## config.mk

```make
export PLATFORM = sky130hd
export DESIGN_NAME = gpio_port_ctrl
export DESIGN_NICKNAME = d
export VERILOG_FILES = /design/src/rtl/gpio_port_ctrl.sv
export SDC_FILE = /design/constraint.sdc
export NUM_CORES = 1
export LEC_CHECK = 0
export CORE_UTILIZATION = 47
export CTS_CLUSTER_SIZE = 40
export DETAILED_ROUTE_END_ITERATION = 10
export GPL_TIMING_DRIVEN = 0
export MAX_ROUTING_LAYER = met4
export PLACE_DENSITY = 0.85
export SLEW_MARGIN = 20
export SYNTH_ARGS = -nofsm -noshare
export SYNTH_HDL_FRONTEND = slang
export SYNTH_SLANG_ARGS = --single-unit
```

## constraint.sdc

```tcl
create_clock -name clk -period 1.7 [get_ports clk]
set_clock_uncertainty 0.15 [all_clocks]
set_input_delay 0.17 -clock clk [delete_from_list [all_inputs] [get_ports clk]]
set_output_delay 0.17 -clock clk [all_outputs]
set_load 0.02 [all_outputs]
```

## src/rtl/gpio_port_ctrl.sv

```systemverilog
// gpio_port_ctrl: memory-mapped GPIO peripheral for the core data bus.
// Drives gpio_port_out from a software register, synchronizes gpio_port_in,
// records rising edges in a sticky W1C register and raises a level irq.
// Optional per-bit input debounce is compiled in with `define GPIO_DEBOUNCE_EN.
module gpio_port_ctrl #(
  parameter int                  GPIO_WIDTH      = 8,
  parameter int                  DATA_WIDTH      = 32,
  parameter logic [GPIO_WIDTH-1:0] OUT_RESET     = '0,
  parameter int                  DEBOUNCE_CYCLES = 4
) (
  input  logic                  clk,
  input  logic                  rst,
  input  logic                  bus_we,
  input  logic                  bus_re,
  input  logic [3:0]            bus_addr,
  input  logic [DATA_WIDTH-1:0] bus_wdata,
  output logic [DATA_WIDTH-1:0] bus_rdata,
  output logic                  bus_rvalid,
  input  logic [GPIO_WIDTH-1:0] gpio_port_in,
  output logic [GPIO_WIDTH-1:0] gpio_port_out,
  output logic                  irq
);

  typedef enum logic [1:0] {
    REG_OUT    = 2'd0,
    REG_IN     = 2'd1,
    REG_EDGE   = 2'd2,
    REG_IRQ_EN = 2'd3
  } reg_sel_t;

  reg_sel_t              sel;
  logic [GPIO_WIDTH-1:0] sync1_q;
  logic [GPIO_WIDTH-1:0] sync_q;
  logic [GPIO_WIDTH-1:0] filt;
  logic [GPIO_WIDTH-1:0] prev_q;
  logic [GPIO_WIDTH-1:0] edge_q;
  logic [GPIO_WIDTH-1:0] irq_en_q;
  logic [GPIO_WIDTH-1:0] rise;
  logic [GPIO_WIDTH-1:0] w1c_mask;
  logic [DATA_WIDTH-1:0] rd_val;
  logic                  unused_bits;

  assign sel         = reg_sel_t'(bus_addr[3:2]);
  assign unused_bits = ^{bus_addr[1:0], bus_wdata[DATA_WIDTH-1:GPIO_WIDTH]};

  // Two-flop synchronizer on the asynchronous pins.
  always_ff @(posedge clk or negedge rst) begin
    if (!rst) begin
      sync1_q <= '0;
      sync_q  <= '0;
    end else begin
      sync1_q <= gpio_port_in;
      sync_q  <= sync1_q;
    end
  end

`ifdef GPIO_DEBOUNCE_EN
  logic [7:0]            cnt_q [GPIO_WIDTH];
  logic [GPIO_WIDTH-1:0] filt_q;

  // Per-bit debounce: accept a new level after DEBOUNCE_CYCLES consecutive differing samples.
  always_ff @(posedge clk or negedge rst) begin
    if (!rst) begin
      filt_q <= '0;
      for (int unsigned i = 0; i < GPIO_WIDTH; i++) cnt_q[i] <= '0;
    end else begin
      for (int unsigned i = 0; i < GPIO_WIDTH; i++) begin
        if (sync_q[i] != filt_q[i]) begin
          if (cnt_q[i] == 8'(DEBOUNCE_CYCLES - 1)) begin
            filt_q[i] <= sync_q[i];
            cnt_q[i]  <= '0;
          end else begin
            cnt_q[i] <= cnt_q[i] + 8'd1;
          end
        end else begin
          cnt_q[i] <= '0;
        end
      end
    end
  end

  assign filt = filt_q;
`else
  assign filt = sync_q;
`endif

  // prev_q doubles as the IN register, so IN and EDGE become visible on the same edge.
  assign rise     = filt & ~prev_q;
  assign w1c_mask = (bus_we && sel == REG_EDGE) ? bus_wdata[GPIO_WIDTH-1:0] : '0;

  // Software registers, sticky edge flags (set beats clear) and registered irq.
  always_ff @(posedge clk or negedge rst) begin
    if (!rst) begin
      gpio_port_out <= OUT_RESET;
      irq_en_q      <= '0;
      edge_q        <= '0;
      prev_q        <= '0;
      irq           <= 1'b0;
    end else begin
      prev_q <= filt;
      edge_q <= (edge_q & ~w1c_mask) | rise;
      irq    <= |(edge_q & irq_en_q);
      if (bus_we && sel == REG_OUT)    gpio_port_out <= bus_wdata[GPIO_WIDTH-1:0];
      if (bus_we && sel == REG_IRQ_EN) irq_en_q      <= bus_wdata[GPIO_WIDTH-1:0];
    end
  end

  // Read mux, zero-extended to the bus width.
  always_comb begin
    rd_val = '0;
    case (sel)
      REG_OUT:    rd_val[GPIO_WIDTH-1:0] = gpio_port_out;
      REG_IN:     rd_val[GPIO_WIDTH-1:0] = prev_q;
      REG_EDGE:   rd_val[GPIO_WIDTH-1:0] = edge_q;
      REG_IRQ_EN: rd_val[GPIO_WIDTH-1:0] = irq_en_q;
      default:    rd_val = '0;
    endcase
  end

  // Registered read port; rdata holds until the next read.
  always_ff @(posedge clk or negedge rst) begin
    if (!rst) begin
      bus_rdata  <= '0;
      bus_rvalid <= 1'b0;
    end else begin
      bus_rvalid <= bus_re;
      if (bus_re) bus_rdata <= rd_val;
    end
  end

endmodule

```

After elaboration in Yosys (flattened, before gate mapping). Index checks and enable logic that the tools add are counted.

Eq/ne operators: 3. Multiplexer cells: 2. Bitwise gates (word level): 6. Reductions and logical operators: 5.

Operators with widths (number): 8-bit one-hot mux with 4 select lines (1); 8-bit bitwise AND (3); 8-bit inverter (2); 8-bit two-way mux (1); 8-bit bitwise OR (1); 8-bit OR reduction (1); 2-bit equality test, second input constant (2); 1-bit logical AND (3); 2-bit by 1-bit equality test with 1-bit output, second input constant (1); 2-bit zero test (1).

Register bits after elaboration: 58. Input bits: 48.

Depth between registers and ports, before layout.
Word-level depth: 6. Gate-level depth with buffers: 4. Gate-level depth less buffers: 2.

Least setup slack after synthesis. Ideal clock, no wire load.

Path kind: input -> register. From: input bus_addr[3]. To: register gpio_port_out[0]. Setup time: 0.125 ns. Arrival time: 0.983 ns. Data required time: 1.425 ns. Slack: 0.443 ns. Stages on the path: 3. Buffers on the path: 1. Cells stage by stage: buf_6 nor3b_4 mux2_2.

Cells in the longest elaborated chain, start to end: 2.

Ends and longest elaborated chain: start: declaration (RTL line 15) `input logic [3:0] bus_addr,`; 2-bit zero test (RTL line 103) `if (bus_we && sel == REG_OUT) gpio_port_out <= bus_wdata[GPIO_WIDTH-1:0];`; 1-bit logical AND (RTL line 103); end signal: assignment (RTL line 103); end: declaration (RTL line 20) `output logic [GPIO_WIDTH-1:0] gpio_port_out,`.

No other way between the ends. A chain may end at the register's enable or synchronous reset.

Worst setup path in the final report.
From: register gpio_port_out[7]. To: output gpio_port_out[7].

No word-level cell between the ends.

==> results.yml <==
cts:
  path_clk_slew_ns: 0.06
  cts_sinks: 58
  clockBufferDepth: 2
  htreeDepth: 3
  post_cts_resized: 0
  cts_buffers: 9
  worstSkewPairLatency_ns: 0.33
  cts_tree: "built"
  cts_root_buffer: "clkbuf_8"
  cts_hold_buf: 1
  cts_setup_buffers: 0
synthesis:
  ys_seq_area_share_pct: 60.9
  synthTopCellsByArea: "dfrtp_1 (61%), buf_4 (7.9%), mux2_2 (7.6%), mux2i_1 (6.7%), a22o_1 (2.9%)"
  synthArstFlopShare_pct: 100
  synth_seq_cells: 58
  synth_ff_type: "dfrtp_1"
  synth_enable_flop_cells: 0
  synth_area_per_cell_um2: 14.0
  yosys_warnings: 0
  netlist.top_cell.by_area: "dfrtp_1"
  synth_cell_types: 19
  synthCells: 170
  synthMostInstantiatedCell: "dfrtp_1"
  synth_top_area_share_pct: 60.9
  synthesis.area_mm2: 0.00238
  synth_common_cells: "dfrtp_1 (58), buf_4 (25), mux2_2 (16), mux2i_1 (16), nand2b_1 (9)"
setup_path:
  path_cells: "clkdlybuf4s50_1"
  cp_slowest_cell: "clkdlybuf4s50_1"
  crit_family: "buffers and inverters"
  worst-setup-path-type: "flip-flop to primary output"
  crit_fanout: 3
  slowest_delay_ns: 0.63
  worst-path-buf-inv: 1
  cp-end-kind: "primary output"
  path_depth: 1
  required_ns: 1.38
  start_kind: "flip-flop"
  cp.arrival_ns: 1.34
  rrSetupSlack_ns: 0.65
  reg2reg_depth: 2
power_and_ir_drop:
  p_total_mw: 3.43
  pwr-share-comb_pct: 19.1
  max-vdd-ir-drop_v: 0.000410
  swShare_pct: 26.5
  power_switching_uw: 907
  pwr_density_cell_mw_per_mm2: 1100
  p_leak_nw: 1.46
  power_frac_clock_pct: 33.0
  p_int_mw: 2.52
  p_seq_share_pct: 47.9
place:
  dp_hpwl_um: 3000
  gp_congestion: 0.754
  dpl.cell_count: 297
  io_buffer_count: 37
grt:
  grt_pass1_wl_um: 6980
  grt_pass1_vias: 1488
  grtUsageTotal_pct: 18.6
  antenna_found_initial: 0
  grt_start_max_net_pins: 59
  overflow: 0
final_layout:
  fin_cells: 314
  final_util_pct: 64.7
  nets: 290
  drive_above_1_share_pct: 25.1
  area_growth_pct: 30.6
  antenna_cells: 0
drt:
  wl_per_cell_um: 14.1
  ant_nets: 0
  dr_total_vias: 1526
  wirelength_um: 4420
  avgViaCountPerCell: 4.86
  met1_length_um: 1960
  drc: 0
  wl_met2_um: 2110
  highest_layer: "met4"
  drt_iter0_drc: 166
  dr.pass1.iters: 4
  wl_met3_um: 305
floorplan:
  die_h_um: 73.2
  rows: 25
  die_area_mm2: 0.00536
  chipWidth_um: 73.2
  coreArea_mm2: 0.00482
  ios: 90
  start_util_pct: 49.5
run:
  cap_violations: 0
timing:
  worst_slew_margin_rel_pct: 53.5
  setup_tns_ns: 0
  fmax_mhz: 601
  min_period_over_period_pct: 97.8
  hold-worst-slack_ns: 0.0602
  drv_slew: 0
  rsz0062_at_grt: "no"
  hold_viol_final: 0
  worst_pin_slew_ns: 0.698
  final.min_clock_period_ns: 1.66
  setup_violations: 0
worst_hold_path:
  whs_path_depth: 3
  min_path_type: "input pin to flip-flop"
outcome:
  outcome: "finished, final reports clean"
-- layer usage --
metal | vias to the layer above | track usage (%)
li1 | 702 | -
met1 | 755 | 23.0
met2 | 61 | 28.7
met3 | 8 | 4.97
met4 | 0 | 7.84
met5 | - | -
-- layout make-up --
class,instances,area (um^2)
clock buffers,14,173
well taps,67,83.8
repair buffers,38,378
plain buffers,30,224
fillers,401,1700
flip-flops and latches,58,1450
clock inverters,2,10.0
inverters,8,30.0
multi-input cells,97,766
-- kinds of logic (layout without fill, tap and decap cells) --
logic type	after synthesis	after routing	share of synthesized area [%]
compound gates	20	20	7.14
buf+inv	38	92	10.7
flops	58	58	60.9
mux	32	32	14.3
other cells	1	24	0.157
simple gates	21	21	6.93
-- path summary, 6_finish.rpt --
| path | startpoint | to |
|---|---|---|
| min | bus_we | edge_q[6] |
| max | gpio_port_out[7] | gpio_port_out[7] |
| min reg2reg | sync1_q[1] | filt[1] |
| max reg2reg | edge_q[3] | irq |
| min in group asynchronous | rst | filt[2] |
| max in group asynchronous | rst | irq_en_q[1] |
-- per-stage QoR --
step | cell area, um^2 | setup slack (ns)
2_1_floorplan | 2470 | 0.443
3_3_place_gp | 2930 | -1.44
3_5_place_dp | 2920 | -0.205
4_1_cts | 3120 | 0.0254
5_1_grt | 3120 | 0.00134
6_report | 3120 | 0.0372
-- layout by cell type (no fill, tap or decap) --
master	instances
inv_1	8
o221ai_1	8
clkdlybuf4s50_1	36
clkbuf_1	2
buf_6	2
nand2_1	1
nand2b_1	9
a22oi_1	4
buf_2	1
conb_1	24
a22o_1	8
clkbuf_8	12
dlygate4sd3_1	1
clkinv_2	2
dfrtp_1	58
nand4b_1	8
buf_4	26
nand3_2	1
clkbuf_2	1
nand4_1	1
nor3b_4	1
mux2_2	16
buf_1	1
mux2i_1	16
-- power by group through the flow --
stage | Sequential [mW] | Clock [mW] | Combinational [mW]
global placement | 1.66 | 0 | 0.643
finish | 1.64 | 1.13 | 0.654
floorplan | 1.73 | 0 | 0.300
detailed placement | 1.67 | 0 | 0.652
global route | 1.66 | 1.21 | 0.702
CTS | 1.64 | 1.16 | 0.658
-- flip-flops by register name, summed over array words and instances, names as in the netlist --
signal	count
filt	8
edge_q	8
bus_rvalid	1
irq_en_q	8
irq	1
sync1_q	8
gpio_port_out	8
prev_q	8
bus_rdata	8
No activity file was read; power rests on OpenSTA's default activity.
